<file path="config.mk">
export PLATFORM = sky130hd
export DESIGN_NAME = input_fetch_sequencer
export DESIGN_NICKNAME = d
export VERILOG_FILES = /design/src/rtl/bitfusion_pkg.sv /design/src/rtl/phase_counter.sv /design/src/rtl/input_fetch_sequencer.sv
export SDC_FILE = /design/constraint.sdc
export NUM_CORES = 1
export LEC_CHECK = 0
export BUFFER_PORTS_ARGS = -buffer_cell sky130_fd_sc_hd__buf_4
export CORE_ASPECT_RATIO = 2
export CORE_UTILIZATION = 60
export DETAILED_ROUTE_END_ITERATION = 8
export PLACE_DENSITY = 0.85
export RECOVER_POWER = 25
export SLEW_MARGIN = 20
export SYNTH_ARGS = -nofsm -noshare
export SYNTH_HDL_FRONTEND = slang
export SYNTH_SLANG_ARGS = --single-unit
</file>
<file path="constraint.sdc">
create_clock -name clk -period 5.51 [get_ports clk]
set_clock_uncertainty 0.05 [all_clocks]
set_input_delay 0.551 -clock clk [delete_from_list [all_inputs] [get_ports clk]]
set_output_delay 0.551 -clock clk [all_outputs]
set_load 0.03 [all_outputs]
</file>
<file path="src/rtl/bitfusion_pkg.sv">
// Shared encodings for the input fetch path: weight bitwidth codes,
// phases per 32-bit buffer word, and the fetch sequencer state codes.
package bitfusion_pkg;

  // Weight bitwidth encodings as seen on cfg_bitwidth / mux_bitwidth.
  localparam logic [1:0] BW_8       = 2'b00;
  localparam logic [1:0] BW_4       = 2'b01;
  localparam logic [1:0] BW_2       = 2'b10;
  localparam logic [1:0] BW_ILLEGAL = 2'b11;

  // Fetch sequencer state encoding.
  localparam logic [1:0] ST_IDLE  = 2'b00;
  localparam logic [1:0] ST_PRIME = 2'b01;
  localparam logic [1:0] ST_RUN   = 2'b10;
  localparam logic [1:0] ST_DONE  = 2'b11;

  // Number of mux phases needed to consume one 32-bit buffer word.
  function automatic logic [2:0] phases_per_word(input logic [1:0] bw);
    case (bw)
      BW_4:    return 3'd2;
      BW_2:    return 3'd4;
      default: return 3'd1;
    endcase
  endfunction

endpackage

</file>
<file path="src/rtl/phase_counter.sv">
// Modulo-P phase counter (P = 1, 2 or 4) with a combinational wrap flag
// that marks the last phase of the current buffer word.
module phase_counter (
  input  logic       clk,
  input  logic       reset,
  input  logic       i_clear,
  input  logic       i_en,
  input  logic [2:0] i_phases,
  output logic       o_wrap
);

  logic [1:0] r_phase;
  logic [1:0] w_last_phase;

  assign w_last_phase = 2'(i_phases - 3'd1);
  assign o_wrap       = (r_phase == w_last_phase);

  // Count phases while enabled, returning to 0 after the last phase.
  // NOTE: sequential state is always assigned with <= so every flop samples pre-edge values.
  always_ff @(posedge clk) begin
    if (reset || i_clear) begin
      r_phase <= 2'd0;
    end else if (i_en) begin
      r_phase <= o_wrap ? 2'd0 : r_phase + 2'd1;
    end
  end

endmodule

</file>
<file path="src/rtl/input_fetch_sequencer.sv">
// Input fetch sequencer: streams cfg_len buffer words starting at cfg_base
// into the input mux stage, spending 1/2/4 mux phases per word depending
// on the weight bitwidth, and flags valid/last sorted data one cycle later.
module input_fetch_sequencer
  import bitfusion_pkg::*;
#(
  parameter int ADDR_W = 8,
  parameter int LEN_W  = 8
) (
  input  logic              clk,
  input  logic              reset,
  input  logic              start,
  input  logic              abort,
  input  logic [1:0]        cfg_bitwidth,
  input  logic [ADDR_W-1:0] cfg_base,
  input  logic [LEN_W-1:0]  cfg_len,
  output logic              buf_rd_en,
  output logic [ADDR_W-1:0] buf_addr,
  output logic [1:0]        mux_bitwidth,
  output logic              mux_reset,
  output logic              out_valid,
  output logic              out_last,
  output logic              busy,
  output logic              done,
  output logic              err
);

  logic [1:0]        r_state;
  logic [1:0]        r_bitwidth;
  logic [ADDR_W-1:0] r_base;
  logic [LEN_W-1:0]  r_len;
  logic [LEN_W-1:0]  r_word;
  logic              r_out_valid;
  logic              r_out_last;
  logic              r_err;

  logic              w_in_run;
  logic              w_wrap;
  logic              w_last_word;
  logic              w_final;
  logic [2:0]        w_phases;

  assign w_in_run    = (r_state == ST_RUN);
  assign w_phases    = phases_per_word(r_bitwidth);
  assign w_last_word = (r_word == r_len - LEN_W'(1));
  assign w_final     = w_in_run && w_wrap && w_last_word;

  phase_counter u_phase_counter (
    .clk      (clk),
    .reset    (reset),
    .i_clear  (!w_in_run),
    .i_en     (w_in_run),
    .i_phases (w_phases),
    .o_wrap   (w_wrap)
  );

  // Job FSM: accepts start in IDLE only, abort wins over start and ends PRIME/RUN.
  always_ff @(posedge clk) begin
    if (reset) begin
      r_state    <= ST_IDLE;
      r_bitwidth <= BW_8;
      r_base     <= '0;
      r_len      <= '0;
      r_err      <= 1'b0;
    end else begin
      r_err <= 1'b0;
      case (r_state)
        ST_IDLE: begin
          if (start && !abort) begin
            if (cfg_bitwidth == BW_ILLEGAL) begin
              r_err <= 1'b1;
            end else if (cfg_len == '0) begin
              r_state <= ST_DONE;
            end else begin
              r_bitwidth <= cfg_bitwidth;
              r_base     <= cfg_base;
              r_len      <= cfg_len;
              r_state    <= ST_PRIME;
            end
          end
        end
        ST_PRIME: r_state <= abort ? ST_IDLE : ST_RUN;
        ST_RUN: begin
          if (abort) begin
            r_state <= ST_IDLE;
          end else if (w_final) begin
            r_state <= ST_DONE;
          end
        end
        default: r_state <= ST_IDLE;
      endcase
    end
  end

  // Word counter: cleared outside RUN, advances on the last phase of each word.
  always_ff @(posedge clk) begin
    if (reset || !w_in_run) begin
      r_word <= '0;
    end else if (w_wrap && !w_last_word) begin
      r_word <= r_word + LEN_W'(1);
    end
  end

  // Valid/last trail RUN by one cycle to line up with the mux register stage;
  // an abort drops the beat that would have emerged next cycle.
  always_ff @(posedge clk) begin
    if (reset) begin
      r_out_valid <= 1'b0;
      r_out_last  <= 1'b0;
    end else begin
      r_out_valid <= w_in_run && !abort;
      r_out_last  <= w_final && !abort;
    end
  end

  // Buffer read strobe and address: base in PRIME, next word on the last phase in RUN.
  // NOTE: every output of this always_comb gets a default first so no latch is inferred.
  always_comb begin
    buf_rd_en = 1'b0;
    buf_addr  = '0;
    case (r_state)
      ST_PRIME: begin
        buf_rd_en = !abort;
        buf_addr  = r_base;
      end
      ST_RUN: begin
        buf_rd_en = w_wrap && !w_last_word && !abort;
        buf_addr  = r_base + ADDR_W'(r_word) + ADDR_W'(1);
      end
      default: ;
    endcase
  end

  assign mux_bitwidth = r_bitwidth;
  assign mux_reset    = !w_in_run;
  assign out_valid    = r_out_valid;
  assign out_last     = r_out_last;
  assign busy         = (r_state != ST_IDLE);
  assign done         = (r_state == ST_DONE);
  assign err          = r_err;

endmodule

</file>
==> metrics.cfg, run 1 <==
[place]
dp_worst_setup_slack_ns=2.633
hpwlAfterDp_mm=4.079
dpl.cell_count=335
portBuffers=38
placed_area_sq_mm=0.002481
place.gp.congestion=0.9624

[die]
io_pins=39
core.rowCount=30
start_util_pct=63.63
die_w_um=44.56
coreArea_sq_mm=0.003416
die_area_sq_mm=0.003881
die_h_um=87.12

[critical_path]
critPathCaptureType=primary output
path_cells=inv_1, ha_1, fa_1, nor2b_1, o21ai_0, a21boi_0, o21ai_0, nor3b_1, a311o_1, buf_4
critPathBufInv=2
slowest_delay_ns=0.41
required_ns=4.91
cpMostUsedCell=o21ai_0
slowest_stage=dfxtp_1
critPathLaunchType=register
crit_type=reg2out
arrival_ns=2.62
path_max_fanout=5
critPathTopFamily=compound AO/OA/AOI/OAI gates

[route]
dr.pass1.iters=4
highest_layer=met4
drtIter0Drc=53
wire_per_inst_um=16.17
wl_met3_um=225
routed_wl_mm=5.545
met2_length_mm=3.025
avgViaCountPerCell=5.994
num_vias=2056
ant_nets=0
remaining_drc_errors=0
met1_length_mm=1.962

[pwr]
power_frac_comb_pct=32.7
pwr-share-seq_pct=36.1
p_int_mw=0.4986
power.share.switching_pct=33.97
irDropWorstVdd_v=0.0003769
power.density_mw_per_mm2=294.3
p_leak_nw=0.9913
switching_power_mw=0.2566
p_clk_share_pct=31.2

[sta]
fin_crit_sh_pct=58.41
tightest_slew_ns=1.331
finalSetupViolCount=0
fin_setup_tns_ns=0
timing.fmax_mhz=310.7
max_slew_margin_pct=11.25
grt_setup_unrepaired=no
slew_violations=0
hold_violations=0
finalWorstSetupSlack_ns=2.292
min_period_ns=3.218

[clock_network]
cts_root_buf=clkbuf_8
cts_buffers=5
cts.sinks=33
postCtsSetupRepairBufs=0
clockBufferDepth=2
clk_pin_slew_ns=0.07
cts_max_level=2
insertion_delay_ns=0.29
cts_tree=yes
cts.repair.resized=0
cts_hold_buffers=0

[min_path]
min_path_type=in2reg

[synthesis]
synthFlopType=dfxtp_1
synth-seq-cells=33
synth_fp_nets=296
syn_area_sq_mm=0.002173
async_flop_share_pct=0
ys_types=51
synth_edf_count=0
yosysSeqAreaShare_pct=30.40
yosysWarningCount=0
syn-instance-count=259
syn_area_per_cell_sq_um=8.391

[global_routing]
antenna_found_initial=0
grt-ovfl-total=0
track_usage_pct=30.96
grt_max_degree=25
grt_pass1_wl_mm=8.769
grt_pass1_vias=1987

[finish]
nNetsFinal=331
final_cells=343
fin_area_sq_mm=0.002566
diodes=0
syn2layout_area_growth_pct=18.08
drive_gt1_share_pct=16.95

[job]
drv_cap=0

[status]
status=completed

area by class of cell:
cell class	instances	area [sq um]
multi-input cells	201	1410
fillers	274	849.6
flip-flops and latches	33	660.6
repair buffers	39	266.5
clock buffers	7	86.33
well taps	48	60.06
inverters	14	52.55
clock inverters	1	30.03
state kept, by name, indices dropped and copies added, names as in the netlist:
signal and cells:
r_len 8, u_phase_counter.r_phase 2, out_valid 1, err 1
out_last 1, r_state 2, r_word 8, mux_bitwidth 2
r_base 8
Yosys cell counts, drive strengths merged, types with 4 or more instances:
cell	instances	area share, %
a21oi	11	3.6
xnor2	7	2.8
dfxtp	33	30
nand2b	4	1.2
nor3b	4	1.4
nor2b	8	2.3
nand2	19	3.3
ha	14	8.1
nor2	30	5.2
nand3	6	1.4
xor2	5	2.0
inv	14	2.4
or4	6	2.1
mux2i	18	8.3
nand4	4	1.2
nor3	6	1.4
or3	7	2.2
o21ai	15	3.5
clkbuf	8	1.4
worst paths after layout:
path	from	endpoint	slack [ns]	cells after the start
setup / recovery	r_word[0]	buf_addr[6]	2.29	10
hold / removal	cfg_base[5]	r_base[5]	0.45	3
setup reg to reg	r_state[1]	r_len[4]	2.99	7
hold reg to reg	u_phase_counter.r_phase[0]	u_phase_counter.r_phase[0]	0.47	1
power groups by stage:
stage          clock network [mW]  registers [mW]  logic (mW)
2_1_floorplan                   0           0.276       0.178
3_3_place_gp                    0           0.277       0.241
3_5_place_dp                    0           0.278       0.244
4_1_cts                     0.237           0.273       0.247
5_1_grt                     0.249           0.275       0.269
6_report                    0.235           0.273       0.247
per-stage QoR:
stage	power [mW]	hold slack, ns	util (%)
detailed placement	0.5222	0.4466	72.64
global route	0.7930	0.4504	75.13
finish	0.7552	0.4487	75.13
CTS	0.7564	0.4520	76.04
floorplan	0.4541	0.4194	-
global placement	0.5178	0.4287	72.64
worst min-delay path, cell delays in order:
cell and delay [ns]:
buf_4 0.08, mux2i_1 0.05, nor2_1 0.07
placed cells by master (no fill, tap or decap), types with 7 or more instances in the layout:
cell type / instances
clkbuf_1: 8
dfxtp_1: 33
nor2b_1: 8
nor2_1: 30
nand2_1: 19
mux2i_1: 18
o21ai_0: 10
buf_4: 32
inv_1: 14
ha_1: 14
xnor2_1: 7
cell families after synthesis:
family                     count (synthesis)  synth area share [%]
AOI/OAI and AO/OA                         52                 17.90
xor gates and xnor gates                  12                 4.836
adders and majority gates                 15                 8.981
buffers and inverters                     25                 4.720
DFF                                       33                 30.40
muxes                                     18                 8.290
and+or+nand+nor                          104                 24.87
metal layers:
layer	track usage [%]	up-vias
met1	29.56	972
met3	6.846	25
met5	0	-
li1	-	990
met4	21.21	0
met2	55.35	69
Note: power is estimated with default switching activity, not from simulation.
==> run 2, diff against run 1 <==
--- a/config.mk
+++ b/config.mk
@@ -7,9 +7,9 @@
 export LEC_CHECK = 0
 export BUFFER_PORTS_ARGS = -buffer_cell sky130_fd_sc_hd__buf_4
 export CORE_ASPECT_RATIO = 2
-export CORE_UTILIZATION = 60
+export CORE_UTILIZATION = 50
 export DETAILED_ROUTE_END_ITERATION = 8
-export PLACE_DENSITY = 0.85
+export PLACE_DENSITY = 0.76
 export RECOVER_POWER = 25
 export SLEW_MARGIN = 20
 export SYNTH_ARGS = -nofsm -noshare
==> constraint.sdc (replaced) <==
create_clock -name clk -period 2.6 [get_ports clk]
set_clock_uncertainty 0.05 [all_clocks]
set_input_delay 0.26 -clock clk [delete_from_list [all_inputs] [get_ports clk]]
set_output_delay 0.26 -clock clk [all_outputs]
set_load 0.03 [all_outputs]
==> run 2 against run 1 <==
Against the previous run: the flow now finishes with violations (negative setup slack); sequential power rose by 110%; clock power rose by 57%; wire length is 3.7% higher; critical path type unchanged; largest cell class unchanged; largest power group unchanged.
==> metrics.cfg, run 2 (synthesis results as in run 1) <==
[status]
status=complete, but fails checks  ; was completed
violations=negative setup slack

[global_routing]
antenna_found_initial=0  ; unchanged
track_usage_pct=26.55  ; was 30.96%
grt_pass1_wl_mm=9.390  ; was 8.769 mm
grt_pass1_vias=2076  ; was 1987
grt_max_degree=25  ; unchanged
grt-ovfl-total=0  ; unchanged

[clock_network]
cts_hold_buffers=0  ; unchanged
clk_pin_slew_ns=0.07  ; about the same
cts_max_level=2  ; unchanged
cts_tree=yes  ; unchanged
insertion_delay_ns=0.29  ; about the same
cts_root_buf=clkbuf_8  ; unchanged
clockBufferDepth=2  ; unchanged
cts_buffers=5  ; unchanged
cts.sinks=33  ; unchanged

[die]
die_area_sq_mm=0.004631  ; was 0.003881 sq mm
die_w_um=48.62  ; was 44.56 um
start_util_pct=52.64  ; was 63.63%
io_pins=39  ; unchanged
core.rowCount=33  ; was 30
coreArea_sq_mm=0.004129  ; was 0.003416 sq mm
die_h_um=95.24  ; was 87.12 um

[sta]
finalSetupViolCount=2  ; was 0
slew_violations=0  ; unchanged
grt_setup_unrepaired=yes  ; was no
timing.fmax_mhz=374.6
tightest_slew_ns=1.097  ; was 1.331 ns
hold_violations=0  ; unchanged
fin_crit_sh_pct=102.7
max_slew_margin_pct=26.56  ; was 11.25%
finalWorstSetupSlack_ns=-0.06947  ; was 2.292 ns
fin_setup_tns_ns=-0.1064  ; was 0 ns
min_period_ns=2.669

[route]
avgViaCountPerCell=5.745  ; was 5.994
num_vias=2097  ; was 2056
routed_wl_mm=5.749  ; was 5.545 mm
remaining_drc_errors=0  ; unchanged
dr.pass1.iters=4  ; unchanged
wire_per_inst_um=15.75  ; was 16.17 um
drtIter0Drc=80  ; was 53
ant_nets=0  ; unchanged

[place]
portBuffers=38  ; unchanged
place.gp.congestion=0.9218  ; was 0.9624
hpwlAfterDp_mm=4.354  ; was 4.079 mm
placed_area_sq_mm=0.002584  ; was 0.002481 sq mm
dpl.cell_count=352  ; was 335

[min_path]
min_path_type=in2reg  ; unchanged
worstHoldPathCells=2  ; was 3

[critical_path]
slowest_stage=fa_2  ; was dfxtp_1
slowest_delay_ns=0.36  ; was 0.41 ns
crit_type=reg2out  ; unchanged
r2r_cells=7  ; unchanged
path_cells=inv_2, ha_4, fa_2, nor2b_1, o21ai_1, a21boi_1, o21ai_1, nor3b_2, a311o_1, buf_6  ; was inv_1, ha_1, fa_1, nor2b_1, o21ai_0, a21boi_0, o21ai_0, nor3b_1, a311o_1, buf_4
cpMostUsedCell=o21ai_1  ; was o21ai_0
critPathLaunchType=register  ; unchanged
critPathCaptureType=primary output  ; unchanged
path_max_fanout=3  ; was 5
required_ns=2.29  ; was 4.91 ns
arrival_ns=2.36  ; was 2.62 ns

[finish]
fillers=379  ; was 274
multiInputGateArea_sq_mm=0.001461  ; was 0.001410 sq mm
fin_area_sq_mm=0.002736  ; was 0.002566 sq mm
layout_common_cells=47 x buf_4, 30 x nor2_1, 26 x dfxtp_1  ; was 33 x dfxtp_1, 32 x buf_4, 30 x nor2_1
reg_top3=r_base (8), r_len (8), r_word (8)  ; unchanged
final_util_pct=66.27  ; was 75.13%
ff_latch_area_sq_um=669.4  ; was 660.6 sq um
nNetsFinal=349  ; was 331
final_common_cell=buf_4  ; was dfxtp_1
diodes=0  ; unchanged
final_cells=365  ; was 343
drive_gt1_share_pct=27.16  ; was 16.95%
syn2layout_area_growth_pct=25.91  ; was 18.08%

[job]
drv_cap=0  ; unchanged

[pwr]
irDropWorstVdd_v=0.0004920  ; was 0.0003769 V
power.density_mw_per_mm2=557.6  ; was 294.3 mW/mm^2
power_mw=1.526  ; was 0.7552 mW
p_leak_nw=1.089  ; was 0.9913 nW

-- run 2: layer usage --
metal  global-route usage [%]  wire, um
met5                        0         0
met4                    20.34       349
met3                    3.828       198
met2                    50.00      3095
met1                    25.34      2105
-- run 2: per-stage QoR --
stage	hold slack (ns)	setup WS, ns
floorplan	0.2902	0.04005
global placement	0.4260	0.1682
detailed placement	0.4364	0.09669
CTS	0.1304	-0.04091
global route	0.1353	-0.2080
finish	0.1354	-0.06947
-- run 2: path summary, 6_finish.rpt --
path,start,end,slack [ns]
worst max-delay path,r_base[0],buf_addr[6],-0.07
worst min-delay path,abort,out_valid,0.14
worst max register to register,r_state[1],r_base[1],0.22
worst min register to register,u_phase_counter.r_phase[0],u_phase_counter.r_phase[0],0.45
-- run 2: worst max-delay path: cells and delay by family, from the launching register on --
kind / cells / cell delay [ns]
buf+inv: 2 / 0.20
fa+ha+maj: 2 / 0.52
simple gates: 2 / 0.28
flops: 1 / 0.35
compound gates: 4 / 0.72
-- run 2: report_power, final --
group          switching (mW)  leakage, nW  internal, mW
logic                   0.343        0.773         0.234
clock network           0.185       0.0450         0.185
registers              0.0351        0.271         0.543
-- run 2: timing repair --
item,4_1_cts,5_1_grt
gates resized for setup,8,17
endpoints found under the setup margin,3,5
pin swaps,4,8
setup buffers,2,3
hold endpoints to repair,0,0
-- run 2: cell type report --
class	count	area share (%)
clock buffer	6	2.652
sequential	33	24.46
inverter	14	1.920
tap	52	2.378
timing repair buffer	57	14.81
multi-input combinational	201	53.41
clock inverter	2	0.3658
